==> src/rtl/regfile_write_queue_if.sv <==
// Bundle between the write queue, its producer and the register file ports.
// master: environment side; slave: the queue.
interface regfile_write_queue_if #(
  parameter int unsigned width = 32,
  parameter int unsigned n     = 5,
  parameter int unsigned depth = 4,
  parameter int unsigned reads = 2
);
  localparam int unsigned CW = $clog2(depth) + 1;

  logic                   enq_valid;
  logic                   enq_ready;
  logic [n-1:0]           enq_index;
  logic [width-1:0]       enq_data;
  logic                   stall;
  logic                   wr_en;
  logic [n-1:0]           wr_index;
  logic [width-1:0]       wr_data;
  logic [reads*n-1:0]     rd_req;
  logic [reads*width-1:0] rf_resp;
  logic [reads*width-1:0] rd_resp;
  logic [CW-1:0]          count;

  modport master (
    output enq_valid, enq_index, enq_data, stall, rd_req, rf_resp,
    input  enq_ready, wr_en, wr_index, wr_data, rd_resp, count
  );

  modport slave (
    input  enq_valid, enq_index, enq_data, stall, rd_req, rf_resp,
    output enq_ready, wr_en, wr_index, wr_data, rd_resp, count
  );
endinterface

==> src/rtl/regfile_write_queue.sv <==
// In-order write queue in front of a single register-file write port.
// Define REGFILE_WQ_BYPASS_EN to merge pending writes into read responses.
module regfile_write_queue #(
  parameter int unsigned width = 32,
  parameter int unsigned n     = 5,
  parameter int unsigned depth = 4,
  parameter int unsigned reads = 2
) (
  input  logic                  clk,
  input  logic                  rst_n,
  regfile_write_queue_if.slave  bus
);
  localparam int unsigned PW = $clog2(depth);
  localparam int unsigned CW = PW + 1;
  localparam logic [CW-1:0] FULL = CW'(depth);

  logic [n-1:0]     r_index [depth];
  logic [width-1:0] r_data  [depth];
  logic [PW-1:0]    r_head;
  logic [PW-1:0]    r_tail;
  logic [CW-1:0]    r_count;
  logic             w_enq;
  logic             w_deq;

  assign bus.enq_ready = rst_n && (r_count != FULL);
  assign bus.wr_en     = rst_n && (r_count != '0) && !bus.stall;
  assign bus.wr_index  = r_index[r_head];
  assign bus.wr_data   = r_data[r_head];
  assign bus.count     = r_count;

  assign w_enq = bus.enq_valid && bus.enq_ready;
  assign w_deq = bus.wr_en;

  always_ff @(posedge clk) begin
    if (!rst_n) begin
      r_head  <= '0;
      r_tail  <= '0;
      r_count <= '0;
    end else begin
      if (w_enq) r_tail <= r_tail + PW'(1);
      if (w_deq) r_head <= r_head + PW'(1);
      case ({w_enq, w_deq})
        2'b10:   r_count <= r_count + CW'(1);
        2'b01:   r_count <= r_count - CW'(1);
        default: r_count <= r_count;
      endcase
    end
  end

  // Payload is left untouched by reset; only the pointers define occupancy.
  always_ff @(posedge clk) begin
    if (w_enq) begin
      r_index[r_tail] <= bus.enq_index;
      r_data[r_tail]  <= bus.enq_data;
    end
  end

`ifdef REGFILE_WQ_BYPASS_EN
  logic [depth-1:0] r_valid;

  // Enqueue never targets the draining slot: a full queue refuses enqueues.
  always_ff @(posedge clk) begin
    if (!rst_n) begin
      r_valid <= '0;
    end else begin
      if (w_deq) r_valid[r_head] <= 1'b0;
      if (w_enq) r_valid[r_tail] <= 1'b1;
    end
  end

  // Walk oldest to youngest from head so the youngest match wins.
  always_comb begin
    logic [PW-1:0] w_slot;
    w_slot      = '0;
    bus.rd_resp = bus.rf_resp;
    for (int unsigned p = 0; p < reads; p++) begin
      for (int unsigned k = 0; k < depth; k++) begin
        w_slot = r_head + PW'(k);
        if (rst_n && r_valid[w_slot] && (r_index[w_slot] == bus.rd_req[p*n +: n]))
          bus.rd_resp[p*width +: width] = r_data[w_slot];
      end
    end
  end
`else
  assign bus.rd_resp = bus.rf_resp;
`endif

endmodule

==> src/flat_wrapper.sv <==
// flat-port wrapper written by rule: the top's interface ports become plain ports
module regfile_write_queue_flat 
#(
  parameter int unsigned width = 32,
  parameter int unsigned n     = 5,
  parameter int unsigned depth = 4,
  parameter int unsigned reads = 2
)
  (clk, rst_n, bus_enq_valid, bus_enq_index, bus_enq_data, bus_stall, bus_rd_req, bus_rf_resp, bus_enq_ready, bus_wr_en, bus_wr_index, bus_wr_data, bus_rd_resp, bus_count);
  regfile_write_queue_if #(.width(width), .n(n), .depth(depth), .reads(reads)) bus_i ();
  input  logic clk;
  input  logic rst_n;
  input wire logic [$bits(bus_i.enq_valid)-1:0] bus_enq_valid;
  input wire logic [$bits(bus_i.enq_index)-1:0] bus_enq_index;
  input wire logic [$bits(bus_i.enq_data)-1:0] bus_enq_data;
  input wire logic [$bits(bus_i.stall)-1:0] bus_stall;
  input wire logic [$bits(bus_i.rd_req)-1:0] bus_rd_req;
  input wire logic [$bits(bus_i.rf_resp)-1:0] bus_rf_resp;
  output wire logic [$bits(bus_i.enq_ready)-1:0] bus_enq_ready;
  output wire logic [$bits(bus_i.wr_en)-1:0] bus_wr_en;
  output wire logic [$bits(bus_i.wr_index)-1:0] bus_wr_index;
  output wire logic [$bits(bus_i.wr_data)-1:0] bus_wr_data;
  output wire logic [$bits(bus_i.rd_resp)-1:0] bus_rd_resp;
  output wire logic [$bits(bus_i.count)-1:0] bus_count;
  assign bus_i.enq_valid = bus_enq_valid;
  assign bus_i.enq_index = bus_enq_index;
  assign bus_i.enq_data = bus_enq_data;
  assign bus_i.stall = bus_stall;
  assign bus_i.rd_req = bus_rd_req;
  assign bus_i.rf_resp = bus_rf_resp;
  assign bus_enq_ready = bus_i.enq_ready;
  assign bus_wr_en = bus_i.wr_en;
  assign bus_wr_index = bus_i.wr_index;
  assign bus_wr_data = bus_i.wr_data;
  assign bus_rd_resp = bus_i.rd_resp;
  assign bus_count = bus_i.count;
  regfile_write_queue #(.width(width), .n(n), .depth(depth), .reads(reads)) u_core (.clk(clk), .rst_n(rst_n), .bus(bus_i));
endmodule
==> config.mk <==
export PLATFORM = sky130hd
export DESIGN_NAME = regfile_write_queue_flat
export DESIGN_NICKNAME = d
export VERILOG_FILES = /design/src/rtl/regfile_write_queue_if.sv /design/src/rtl/regfile_write_queue.sv /design/src/flat_wrapper.sv
export SDC_FILE = /design/constraint.sdc
export NUM_CORES = 1
export LEC_CHECK = 0
export ABC_AREA = 0
export ABC_CLOCK_PERIOD_IN_PS = 2100
export CAP_MARGIN = 20
export CORE_MARGIN = 2
export CORE_UTILIZATION = 41
export DETAILED_ROUTE_END_ITERATION = 10
export GPL_TIMING_DRIVEN = 0
export MAX_ROUTING_LAYER = met4
export PLACE_DENSITY = 0.88
export SYNTH_ARGS = -nofsm -noshare
export SYNTH_HDL_FRONTEND = slang
export SYNTH_SLANG_ARGS = --single-unit
==> constraint.sdc <==
create_clock -name clk -period 2.1 [get_ports clk]
set_input_delay 0.42 -clock clk [delete_from_list [all_inputs] [get_ports clk]]
set_output_delay 0.42 -clock clk [all_outputs]
set_load 0.1 [all_outputs]
Yosys cells after proc, flatten, opt, wreduce, memory -nomap -nowiden
Memory sizes are Yosys's and may differ from the RTL's. A register that Yosys moved wholly into a read port is not among the register bits.
Index checks and enable logic that the tools add are counted.
{ "totals": {"regBits": 7, "wordCells": 26, "out_inout_bits": 106, "mem_bits_rw": 148, "mem_count": 2} }
{ "op_classes": {"n_eq_ne": 3, "add_sub_neg": 4, "mux": 7, "n_reduce_logical": 7} }
{ "mem_list": {"columns": ["name", "words", "word_bits", "read_ports", "rd_ports_with_merged_regs", "write_ports", "line_no", "text"], "rows": [
  ["u_core.r_data", 4, 32, 1, 1, 1, "regfile_write_queue.sv:18", "logic [width-1:0] r_data [depth];"],
  ["u_core.r_index", 4, 5, 1, 1, 1, "regfile_write_queue.sv:17", "logic [n-1:0] r_index [depth];"]
]} }
{ "op_table": {"columns": ["operator", "count"], "rows": [
  ["$mux W2", 4],
  ["$pmux W3 S2", 1],
  ["$add A2 B1 Y2 const B", 2],
  ["$logic_and A1 B1 Y1", 4],
  ["$add A3 B1 Y3 const B", 1],
  ["$ne A3 B3 Y1 const B", 1],
  ["$reduce_bool A3 Y1", 1],
  ["$sub A3 B1 Y3 const B", 1],
  ["$eq A2 B1 Y1 const B", 1],
  ["$eq A2 B2 Y1 const B", 1],
  ["$mux W1", 2],
  ["$reduce_bool A2 Y1", 1],
  ["$logic_not A1 Y1", 1]
]} }

Logic depth before layout (Yosys ltp)
{ "depth": {"ltp_word": 5, "mapped_depth": 9, "ltp_nobuf": 9} }

Worst setup path before layout
OpenSTA, ideal clock, no wires.
{ "synth_path": {"path_type": "flip-flop to flip-flop", "startpoint": "register u_core.r_count[2], in the netlist u_core.bus.count[2]", "endpoint": "register u_core.r_count[2], in the netlist u_core.bus.count[2]", "setup_slack_ps": -2954, "setup_time_ps": 76, "arrival_time_ps": 4978, "path_stages_with_launch": 9, "period_less_slack_ps": 5054, "path_cell_list": "dfxtp_1 nor3_1 nor3b_1 ha_1 inv_1 fa_1 xor2_1 or3_1 a21boi_0"} }
{ "synth_via": {"elab_chain_len": 5, "word_cells_on_any_way": 12, "classes_between": "2 x add/sub; 3 x eq/ne; 1 x mux; 6 x reduce/logical"} }
{ "synth_lines": {"columns": ["item", "line_no", "text"], "rows": [
  ["start, declared", "regfile_write_queue.sv:21", "logic [CW-1:0] r_count;"],
  ["start signal, assigned", "regfile_write_queue.sv:43", "2'b10: r_count <= r_count + CW'(1);"],
  ["start signal, assigned", "regfile_write_queue.sv:44", "2'b01: r_count <= r_count - CW'(1);"],
  ["start signal, assigned", "regfile_write_queue.sv:45", "default: r_count <= r_count;"],
  ["$reduce_bool A3 Y1 (*)", "regfile_write_queue.sv:26", "assign bus.wr_en = rst_n && (r_count != '0) && !bus.stall;"],
  ["$logic_and A1 B1 Y1 (*) (2 in series)", "regfile_write_queue.sv:26", null],
  ["via bus_wr_en", "flat_wrapper.sv:20", "output wire logic [$bits(bus_i.wr_en)-1:0] bus_wr_en;"],
  ["$eq A2 B1 Y1 or $eq A2 B2 Y1 (tied branches)", "regfile_write_queue.sv:42", "case ({w_enq, w_deq})"],
  ["$pmux W3 S2 or $reduce_bool A2 Y1 (tied branches)", null, null]
]} }
Mark *: on every way through the listed nets, which the timed path passes. The rest lies on a longest branch.
A chain may end at the register's enable or synchronous reset.

==> parameters.txt <==
Parameter                              Value

Setup path
  Arr. time, crit path ... 1.82 ns
  Critical Path RT ... 1.68 ns
  Maximum fanout along the worst path ... 8
  Highest-delay cell along the critical path ... sky130_fd_sc_hd__mux4_2
  CP Class ... flop to output port
  Sequence of cells on the critical path ... buf_12, clkbuf_16, mux4_2, buf_12
  Kind of start point of the critical path ... flop
  Category of the worst setup path capture point ... output port
  Most used cell along the critical path ... sky130_fd_sc_hd__buf_12
  Slowest Stage Delay on Critical Path ... 0.53 ns

STA
  Fin Clk Skew ... 0.00700 ns
  Pins over their slew limit ... 0
  Worst-margin pin slew ... 1.06 ns
  Setup Viol. Count Final ... 37
  Relative slew slack ... 0.297
  Min cycle time layout ... 2.24 ns
  Maximum achievable frequency ... 446 MHz
  RSZ-0062 raised after global routing ... yes
  Count of endpoints failing hold in the final timing report ... 0
  Least setup slack across all paths after layout ... -0.143 ns
  Period Utilization, post-route ... 1.07

Final layout
  Leading cell type in the layout, fill and taps excluded ... sky130_fd_sc_hd__edfxtp_1
  Final instance area ... 0.00897 mm^2
  Nets ... 605
  Diode insertion count for antenna repair ... 0
  Fraction of layout cells with a size suffix above 1 ... 0.402
  Post-layout util ... 0.590
  Leading cell types in the layout, fill and taps excluded ... 148 x sky130_fd_sc_hd__edfxtp_1, 101 x sky130_fd_sc_hd__clkdlybuf4s50_1, 70 x sky130_fd_sc_hd__buf_4
  Post-synthesis to final-layout area growth ... 40.9%

GRT
  Maximum number of pins on one net before global-route repair ... 38
  Via count of the first global-routing pass ... 3622
  Number of antenna violations at the first check in global routing ... 0
  GRT Overall Usage ... 0.167
  Sum of overflow across all layers after global routing ... 0
  Global-route wire length before repair ... 19200 um

Floorplanning
  Initial core utilization ... 0.419
  # IOs ... 221
  Die ar. ... 0.0165 mm^2
  Core footprint ... 0.0152 mm^2
  Die boundary width ... 129 um
  Die height ... 129 um
  Number of standard-cell rows in the floorplan ... 45

Synthesis
  Warnings from Yosys ... 0
  Number of standard cells after synthesis ... 311
  Sequential element share of the synthesized area ... 0.727
  Net count after synthesis ... 432
  Number of different library cells in the post-synthesis netlist ... 26
  Mapped Area ... 0.00636 mm^2
  Flop and latch count out of synthesis ... 157
  Avg Inst Size Synth ... 20.5 um^2

CTS
  Buffers from clock root to sink, at most ... 2
  Cell chosen for the clock root ... sky130_fd_sc_hd__clkbuf_16
  Number of buffers added by the clock tree synthesis step ... 17
  CTS tree ... built
  Htree depth ... 4
  Hold buffer count at CTS ... 0
  Clock-pin slew of the registers on the worst-case setup and hold paths ... 0.06 ns
  Clock network latency to the later pin of the worst-skew pair ... 0.42 ns
  Clock Sink Count ... 157

Detailed routing
  Routed vias/inst ... 4.90
  Iteration-0 DRC Markers ... 171
  Final wirelength ... 13000 um
  Total vias in the final route ... 3357
  First-pass iteration count of the detailed router ... 4
  Number of nets with antenna violations after detailed routing ... 0
  Routed wire length per instance ... 18.9 um
  DRC viols ... 0

Placement
  Placed wire-length estimate ... 8550 um
  Gp weighted congestion ... 0.802
  Instance area after placement ... 0.00812 mm^2
  Count of input and output buffers ... 146

Power and ir drop
  PwrDens ... 1010 mW/mm^2
  Leakage dissipation ... 3.14 nW
  Max IR drop VDD ... 0.577 mV

Hold path
  Path type of the worst min-delay path ... input pin to flop

Run status
  Failing checks ... negative setup slack
  Result of the run ... finished, violations left

Job
  Number of max-cap violations ... 0
critical path: cells and delay by family, from the launching register on:
kind,cells,cell delay (ns)
multiplexers,1,0.53
flip-flops,1,0.36
buffers and inverters,3,0.50
metrics by stage:
stage / total power, mW / setup WS [ns] / cells / hold slack [ns] / setup TNS [ns]
floorplan: 5.42 / -0.689 / 311 / 0.454 / -1.81
global placement: 5.91 / -0.881 / 645 / 0.468 / -115.98
detailed placement: 5.95 / -0.940 / 645 / 0.497 / -130.33
CTS: 9.08 / -0.252 / 680 / 0.467 / -6.20
global route: 9.33 / -0.205 / 685 / 0.504 / -6.06
finish: 9.04 / -0.143 / 685 / 0.491 / -3.95
state kept, by name (all words and copies together) (netlist names), named ones only:
| register | flops |
|---|---|
| u_core.r_data | 128 |
| u_core.r_index | 20 |
| u_core.bus.count | 3 |
| u_core.r_head | 2 |
| u_core.r_tail | 2 |
routing by layer:
metal  share of wire  vias to the layer above  track usage
li1                -                     1499            -
met1            0.37                     1686        0.170
met2            0.56                      156        0.306
met3           0.054                       16       0.0424
met4           0.018                        0       0.0716
met5               0                        -            -
cells by family (layout without fill, tap and decap cells):
logic type                 after synthesis  count (layout)  synth area share
AOI/OAI and AO/OA                        8               8           0.00786
xor gates and xnor gates                 2               2           0.00275
adders and majority gates                6               6            0.0130
buffers and inverters                   80             266            0.0946
DFF                                    157             157             0.727
muxes                                   40              40             0.140
and+or+nand+nor                         18              18            0.0155
power by group:
group          leakage, nW  switching (mW)  internal [mW]
combinational         1.45            1.66          0.790
sequential            1.42          0.0443           3.56
clock                0.276            1.14           1.84
layout make-up:
class,count,area [um^2]
Fill cell,1108,6230
Buffer,73,608
Multi-Input combinational cell,74,1170
Tap cell,188,235
Inverter,7,26.3
Sequential cell,157,4640
Clock buffer,18,429
Clock inverter,14,151
Timing Repair Buffer,154,1710
final timing paths:
path / endpoint / slack [ns] / cells past startpoint / from
max: bus_wr_data[19] / -0.14 / 4 / flop
min: u_core.r_head[1] / 0.49 / 3 / rst_n
max reg2reg: u_core.bus.count[2] / 0.17 / 9 / u_core.bus.count[0]
min reg2reg: u_core.r_head[1] / 0.51 / 2 / u_core.r_head[1]
synthesized netlist by cell type:
library cell,number,area (um^2)
sky130_fd_sc_hd__nor3_1,1,5.00
sky130_fd_sc_hd__mux4_2,30,676
sky130_fd_sc_hd__o21ai_0,3,15.0
sky130_fd_sc_hd__edfxtp_1,148,4440
sky130_fd_sc_hd__xor2_1,1,8.76
sky130_fd_sc_hd__clkbuf_2,1,5.00
sky130_fd_sc_hd__or3_1,2,12.5
sky130_fd_sc_hd__buf_2,3,15.0
sky130_fd_sc_hd__xnor2_1,1,8.76
sky130_fd_sc_hd__ha_1,5,62.6
sky130_fd_sc_hd__clkbuf_1,1,3.75
sky130_fd_sc_hd__inv_1,7,26.3
sky130_fd_sc_hd__dfxtp_1,9,180
sky130_fd_sc_hd__nand2b_1,1,6.26
sky130_fd_sc_hd__mux4_1,7,184
sky130_fd_sc_hd__buf_12,3,60.1
sky130_fd_sc_hd__nor3b_1,2,15.0
sky130_fd_sc_hd__and2_1,6,37.5
sky130_fd_sc_hd__mux2i_1,3,30.0
sky130_fd_sc_hd__nor2_1,1,3.75
sky130_fd_sc_hd__a21boi_0,4,30.0
sky130_fd_sc_hd__nand2_1,5,18.8
sky130_fd_sc_hd__fa_1,1,20.0
sky130_fd_sc_hd__buf_6,1,11.3
sky130_fd_sc_hd__buf_4,64,480
sky130_fd_sc_hd__a21oi_1,1,5.00
what timing repair did:
item / in CTS / in global routing
gates resized for setup: 315 / 9
endpoints found under the setup margin: 194 / 38
setup buffers: 1 / 3
pin swaps: 0 / 0
cloned: 2 / 2
No activity file was read; power rests on OpenSTA's default activity.
